### config.mk
export PLATFORM = sky130hd
export DESIGN_NAME = ecc_scrub_controller
export DESIGN_NICKNAME = d
export VERILOG_FILES = /design/src/rtl/ecc_scrub_controller.sv
export SDC_FILE = /design/constraint.sdc
export NUM_CORES = 1
export LEC_CHECK = 0
export ABC_CLOCK_PERIOD_IN_PS = 4820
export BUFFER_PORTS_ARGS = -buffer_cell sky130_fd_sc_hd__buf_2
export CORE_AREA = 8 8 110 112
export CTS_BUF_LIST = sky130_fd_sc_hd__clkbuf_8
export CTS_CLUSTER_DIAMETER = 150
export CTS_CLUSTER_SIZE = 12
export DETAILED_ROUTE_END_ITERATION = 8
export DIE_AREA = 0 0 118 120
export PLACE_DENSITY = 0.71
export REMOVE_ABC_BUFFERS = 1
export SLEW_MARGIN = 20
export SYNTH_ARGS = -nofsm -noshare
export SYNTH_HDL_FRONTEND = slang
export SYNTH_SLANG_ARGS = --single-unit
### constraint.sdc
create_clock -name clk -period 4.82 [get_ports clk]
set_input_delay 0.482 -clock clk [delete_from_list [all_inputs] [get_ports clk]]
set_output_delay 0.482 -clock clk [all_outputs]
set_load 0.005 [all_outputs]
### src/rtl/ecc_scrub_controller.sv
// Background SEC-DED scrubber and single-port RAM arbiter: walks every address, rewrites
// single-bit-corrected words and logs error counts. Optional error IRQ: SCRUB_ERR_IRQ_EN.
module ecc_scrub_controller #(
  parameter int DATA_BITS    = 64,
  parameter int ADDR_BITS    = 10,
  parameter int DEPTH        = 1024,
  parameter int INTERVAL     = 4096,
  parameter int PIPE_LATENCY = 2,
  parameter int COUNT_BITS   = 16
) (
  input  logic                  clk,
  input  logic                  rst_n,
  input  logic                  scrub_enable,
  input  logic                  host_req,
  input  logic                  host_we,
  input  logic [ADDR_BITS-1:0]  host_addr,
  output logic                  host_grant,
  output logic                  ram_en,
  output logic                  ram_we,
  output logic [ADDR_BITS-1:0]  ram_addr,
  output logic                  ram_wsel_scrub,
  input  logic                  dec_valid,
  input  logic [DATA_BITS-1:0]  dec_data,
  input  logic                  dec_correctable,
  input  logic                  dec_uncorrectable,
  output logic                  enc_valid,
  output logic [DATA_BITS-1:0]  enc_data,
  input  logic                  enc_out_valid,
  output logic                  busy,
  output logic                  pass_done,
  output logic [COUNT_BITS-1:0] corr_count,
  output logic [COUNT_BITS-1:0] uncorr_count,
  output logic [ADDR_BITS-1:0]  last_err_addr
`ifdef SCRUB_ERR_IRQ_EN
  ,
  input  logic                  irq_clear,
  output logic                  err_irq
`endif
);

  localparam int TIMER_BITS = (INTERVAL > 1) ? $clog2(INTERVAL) : 1;
  localparam int WAIT_BITS  = $clog2(PIPE_LATENCY + 1);

  localparam logic [TIMER_BITS-1:0] TIMER_LAST = TIMER_BITS'(INTERVAL - 1);
  localparam logic [TIMER_BITS-1:0] TIMER_ONE  = TIMER_BITS'(1);
  localparam logic [WAIT_BITS-1:0]  WAIT_LAST  = WAIT_BITS'(PIPE_LATENCY);
  localparam logic [WAIT_BITS-1:0]  WAIT_ONE   = WAIT_BITS'(1);
  localparam logic [ADDR_BITS-1:0]  ADDR_LAST  = ADDR_BITS'(DEPTH - 1);
  localparam logic [ADDR_BITS-1:0]  ADDR_ONE   = ADDR_BITS'(1);
  localparam logic [COUNT_BITS-1:0] COUNT_ONE  = COUNT_BITS'(1);

  typedef enum logic [2:0] {
    S_IDLE,
    S_ARB,
    S_RDWAIT,
    S_ENCWAIT,
    S_NEXT
  } state_t;

  state_t                state_q, state_d;
  logic [TIMER_BITS-1:0] timer_q;
  logic [WAIT_BITS-1:0]  wait_q;
  logic [ADDR_BITS-1:0]  addr_q;
  logic                  issue_rd;
  logic                  log_corr;
  logic                  log_uncorr;

  // NOTE: every signal written here gets a default first, so no path can infer a latch.
  always_comb begin
    state_d        = state_q;
    host_grant     = 1'b0;
    ram_en         = 1'b0;
    ram_we         = 1'b0;
    ram_addr       = '0;
    ram_wsel_scrub = 1'b0;
    enc_valid      = 1'b0;
    enc_data       = '0;
    busy           = 1'b0;
    pass_done      = 1'b0;
    issue_rd       = 1'b0;
    log_corr       = 1'b0;
    log_uncorr     = 1'b0;

    case (state_q)
      S_IDLE: begin
        host_grant = host_req;
        if (scrub_enable && timer_q == TIMER_LAST) state_d = S_ARB;
      end
      S_ARB: begin
        host_grant = host_req;
        if (!host_req) begin
          issue_rd = 1'b1;
          ram_en   = 1'b1;
          ram_addr = addr_q;
          state_d  = S_RDWAIT;
        end
      end
      S_RDWAIT: begin
        busy = 1'b1;
        // Only the cycle matching our own read is ours; other decoder results belong to the host.
        if (wait_q == WAIT_LAST) begin
          if (!dec_valid || dec_uncorrectable) begin
            log_uncorr = 1'b1;
            state_d    = S_NEXT;
          end else if (dec_correctable) begin
            log_corr  = 1'b1;
            enc_valid = 1'b1;
            enc_data  = dec_data;
            state_d   = S_ENCWAIT;
          end else begin
            state_d = S_NEXT;
          end
        end
      end
      S_ENCWAIT: begin
        busy = 1'b1;
        if (enc_out_valid) begin
          ram_en         = 1'b1;
          ram_we         = 1'b1;
          ram_wsel_scrub = 1'b1;
          ram_addr       = addr_q;
          state_d        = S_NEXT;
        end
      end
      S_NEXT: begin
        busy      = 1'b1;
        pass_done = (addr_q == ADDR_LAST);
        state_d   = S_IDLE;
      end
      default: state_d = S_IDLE;
    endcase

    // Grant is only possible in IDLE/ARB, where the scrub side is not driving the port.
    if (host_grant) begin
      ram_en   = 1'b1;
      ram_we   = host_we;
      ram_addr = host_addr;
    end
  end

  // NOTE: sequential state uses non-blocking assignments so every register samples pre-edge values.
  always_ff @(posedge clk or negedge rst_n) begin
    if (!rst_n) begin
      state_q <= S_IDLE;
      timer_q <= '0;
      wait_q  <= '0;
      addr_q  <= '0;
    end else begin
      state_q <= state_d;

      if (state_q == S_IDLE && scrub_enable && timer_q != TIMER_LAST)
        timer_q <= timer_q + TIMER_ONE;
      else
        timer_q <= '0;

      if (issue_rd)
        wait_q <= WAIT_ONE;
      else if (state_q == S_RDWAIT && wait_q != WAIT_LAST)
        wait_q <= wait_q + WAIT_ONE;

      if (state_q == S_NEXT)
        addr_q <= (addr_q == ADDR_LAST) ? '0 : addr_q + ADDR_ONE;
    end
  end

  always_ff @(posedge clk or negedge rst_n) begin
    if (!rst_n) begin
      corr_count    <= '0;
      uncorr_count  <= '0;
      last_err_addr <= '0;
    end else begin
      if (log_corr && corr_count != '1)     corr_count   <= corr_count + COUNT_ONE;
      if (log_uncorr && uncorr_count != '1) uncorr_count <= uncorr_count + COUNT_ONE;
      if (log_corr || log_uncorr)           last_err_addr <= addr_q;
    end
  end

`ifdef SCRUB_ERR_IRQ_EN
  always_ff @(posedge clk or negedge rst_n) begin
    if (!rst_n)                       err_irq <= 1'b0;
    else if (log_corr || log_uncorr)  err_irq <= 1'b1;
    else if (irq_clear)               err_irq <= 1'b0;
  end
`endif

endmodule

# --- Word-level counts from Yosys, hierarchy flattened ---
# Index checks and enable logic that the tools add are counted.
totals:
  word_cells: 77
  reg_bits: 69
  out_inout_bits: 123
  input_bits: 83
classes:
  n_eq_ne: 15
  muxes: 36
  reduce_logical: 14
  add_sub_neg: 5
op_table:
  columns: ["cell", "count"]
  rows:
  - ["$mux 64", 4]
  - ["$mux 10", 4]
  - ["$add 16x1->16 const B", 2]
  - ["$ne 16x16->1 const B", 2]
  - ["$pmux 10 s2", 1]
  - ["$mux 3", 6]
  - ["$mux 1", 16]
  - ["$add 12x1->12 const B", 1]
  - ["$eq 12x12->1 const B", 1]
  - ["$mux 12", 1]
  - ["$ne 12x12->1 const B", 1]
  - ["$pmux 3 s4", 1]
  - ["$add 10x1->10 const B", 1]
  - ["$eq 10x10->1 const B", 1]
  - ["$ne 2x2->1 const B", 5]
  - ["$eq 3x2->1 const B", 2]
  - ["$logic_and 1x1->1", 6]
  - ["$mux 2", 2]
  - ["$reduce_and 4->1", 1]
  - ["$eq 3x1->1 const B", 1]
  - ["$eq 3x3->1 const B", 1]
  - ["$logic_not 3->1", 1]
  - ["$reduce_or 3->1", 1]
  - ["$add 2x1->2 const B", 1]
  - ["other kinds (6)", 7]

# --- Longest topological paths before layout ---
depth:
  ltp_word: 6
  mapped_depth: 8
  ltp_nobuf: 7

# --- Worst setup path after synthesis ---
# Ideal clock, no wire load.
synth_path:
  kind: "reg-to-output"
  start: "register wait_q[0]"
  end: "output port enc_data[10]"
  t_required_ns: 4.338
  path_buffers: 3
  slack_ns: 2.717
  arrival_ns: 1.621
  path_stages_with_launch: 8
  cell_sequence: "dfrtp_1 inv_1 ha_1 nor4bb_1 buf_4 buf_2 clkbuf_1 and3_1"
synth_between:
  elab_chain_cells: 3
synth_rtl:
  columns: ["item", "line", "rtl"]
  rows:
  - ["from (decl)", "62", "logic [WAIT_BITS-1:0] wait_q;"]
  - ["from (signal assigned)", "159", "wait_q <= wait_q + WAIT_ONE;"]
  - ["$eq 2x2->1", "101", "if (wait_q == WAIT_LAST) begin"]
  - ["$mux 64", "101", null]
  - ["$mux 64", "84", "case (state_q)"]
  - ["to (decl)", "27", "output logic [DATA_BITS-1:0] enc_data,"]
# Every way passes these cells.

# --- Worst setup path in the final report ---
layout_path:
  start: "register wait_q[0]"
  end: "output port enc_data[24]"
# The elaborated chain is that of the path after synthesis.

==> metrics <==
outcome=completed; ANT cells=0; Gate power share=6.6%; Mapped Cells=425; crit share post-route=67.11%; sw frac=22.77%; Fmax=0.3091 GHz; clk root buf=clkbuf_8; first-pass GRT wire length=19980 um; R2R Path Start=wait_q[0]$_DFFE_PN0P_; Max-Cap Viols=0; Vias=3886; HPWL Detailed=9592 um; antenna violations before repair=0; R2R depth=6; setup tns final=0 ps; Final Hold Violating Endpoints=0; routed wire length=12410 um; Pint=0.8640 mW; worst setup margin=1585 ps; Period minus WS final=3235 ps; largest net degree at the start of global routing=71; RR Endpoint=corr_count[15]$_DFFE_PN0P_; Placer Congestion=0.8176; Clock transition at path regs=70 ps; worst reg2reg setup slack=2290 ps; Synth area leader=dfrtp_1; Syn Std Cell Area=4038 um^2; hold_sp=scrub_enable; PwrDens=208.5 nW/um^2; via density per instance=5.086; Pre-antenna DRT Iters=4; most common cell in the netlist=dfrtp_1; EDFF count, synth=0; main area contributors after synthesis=dfrtp_1, and3_1, xor2_1, nor2_1, mux2_2; Sink Count=69; Worst Hold Class=in -> reg; CTS tree=built; hold path endpoint=timer_q[2]$_DFF_PN0_; layout cell share with drive strength beyond 1=39.90%; Worst EP arrival=2750 ps; placed cells=747; Post-synth top flop=dfrtp_1; Seq cells post-synth=69; Final #Nets=707; Antenna Violating Nets Remaining=0; DRC violations left=0; Slew HR=34.80%; vias in the first global route=3792; Core Footprint=10510 um^2; crit path kind=reg -> out; WHS=433.6 ps; die width=118 um; fin. max-slew vios=0; Worst setup EP type=primary output; non-filler instance count after layout=764; RSZ-0062 raised after global routing=false; die height=120 um; placed inst area=5161 um^2; synth-to-layout area growth=32.91%; Die Area=14160 um^2; post-CTS resize count=0; Yosys warnings=0; Leakage Power=3.276 nW; port bufs=205; post-synthesis sequential area ratio=42.76%; Min-Delay Path Depth=3; actual slew at the worst max-slew pin=978.1 ps; critical path fanouts, max=61; row cnt=38; Worst Setup Start Kind=flip-flop; depth of the CTS H-tree=3; Tot Pwr=1.119 mW; Async SR Flop Fraction=100.0%; number of DRC violations after detailed-routing iteration 0=159; post-synth top area share=42.76%; syn_area_per_cell=9.500 um^2; sw power=0.2547 mW; Initial Utilization=38.43%; peak supply drop=161.7 uV; Num CTS Buffers=9; Post-Layout Inst Area=5366 um^2; # setup viols final=0; required time worst endpoint=4340 ps; Clk Latency, worst-skew pair=340 ps; sequential share of power=52.1%; CTS Buffer Depth=2; Clock Power Share=41.3%; Synth top cells by count=dfrtp_1, and3_1, nor2_1, xor2_1, nand2_1; gr ovfl total=0; end-of-flow core utilization=51.07%; Filler cells=994; WL/cell=16.25 um; Cell variety after synth=49; clock skew=6.861 ps; gr usage total=17.17%; num ports=206; post-place setup slack=1922 ps
## routing by layer
| layer | global-route usage [%] | vias up | part of all wire (%) |
|---|---|---|---|
| met5 | 0 | - | 0 |
| met4 | 5.204 | 0 | 1.3 |
| met3 | 6.200 | 13 | 8.1 |
| met2 | 28.80 | 145 | 48 |
| met1 | 20.24 | 1838 | 42 |
| li1 | - | 1890 | - |
## cell usage in the layout (no fill, tap or decap), types with 2 or more instances in the layout
| cell type | n |
|---|---|
| nor3_1 | 22 |
| and3_1 | 68 |
| nand3_1 | 18 |
| and4_1 | 5 |
| xor2_1 | 32 |
| a21o_1 | 2 |
| dfrtp_1 | 69 |
| nor3b_1 | 6 |
| ha_1 | 5 |
| nor2_1 | 36 |
| mux2i_1 | 10 |
| nand2_1 | 26 |
| nand4_1 | 12 |
| nand4_2 | 2 |
| nor4_1 | 2 |
| xnor2_1 | 11 |
| clkbuf_8 | 10 |
| a211oi_1 | 2 |
| nor4_2 | 3 |
| and2_1 | 4 |
| inv_1 | 10 |
| buf_2 | 205 |
| nand2b_1 | 5 |
| nor2b_1 | 5 |
| mux2_2 | 12 |
| o21ai_0 | 10 |
| buf_4 | 2 |
| clkinv_2 | 2 |
| a21oi_1 | 3 |
## power groups by stage
stage | logic, mW | registers, mW | clock network [mW]
floorplan | 0.0210 | 0.594 | 0
global placement | 0.0721 | 0.594 | 0
global route | 0.0833 | 0.583 | 0.503
finish | 0.0738 | 0.583 | 0.462
detailed placement | 0.0740 | 0.594 | 0
CTS | 0.0751 | 0.583 | 0.476
## critical path, stage by stage (launching register included)
cell and delay (ps):
dfrtp_1 380, inv_1 80, ha_1 260, nor4bb_4 770, buf_4 530, and3_1 260, buf_2 130
## logic make-up after synthesis
family	count (synthesis)	share of synthesized area (%)
buffers and inverters	33	3.440
AND/OR/NAND/NOR	227	32.82
multiplexers	24	6.477
AO/OA/AOI/OAI	24	3.626
flip-flops	69	42.76
XOR/XNOR	43	9.328
adder cells (fa/ha/maj)	5	1.549
## how the worst max path moves through the flow
| stage | from | to | slack [ps] |
|---|---|---|---|
| detailed placement | wait_q[0]$_DFFE_PN0P_ | enc_data[24] | 1920 |
| CTS | wait_q[0]$_DFFE_PN0P_ | enc_data[24] | 1530 |
| finish | wait_q[0]$_DFFE_PN0P_ | enc_data[24] | 1590 |
| global placement | wait_q[0]$_DFFE_PN0P_ | enc_data[24] | 2020 |
| floorplan | wait_q[0]$_DFFE_PN0P_ | corr_count[1]$_DFFE_PN0P_ | -1160 |
| global route | wait_q[0]$_DFFE_PN0P_ | enc_data[24] | 1430 |
## sequential cells by signal, summed over array words and instances, names as in the netlist
signal and count:
state_q 3, corr_count 16, wait_q 2, timer_q 12, uncorr_count 16, last_err_addr 10
addr_q 10
## final cells by class
type | count | area [um^2] | share of cell area [%]
timing repair buffer | 208 | 1051 | 19.59
clock buffer | 10 | 137.6 | 2.565
inverter | 8 | 30.03 | 0.5596
clock inverter | 6 | 55.05 | 1.026
sequential | 69 | 1727 | 32.18
tap | 140 | 175.2 | 3.264
multi-input combinational | 323 | 2191 | 40.83
## repair_timing
item | 4_1_cts | 5_1_grt
hold endpoints to repair | 8 | 0
buffers inserted | 0 | 0
hold buffers | 1 | 0
setup endpoints to repair | 0 | 0
No activity file was read; power rests on OpenSTA's default activity.
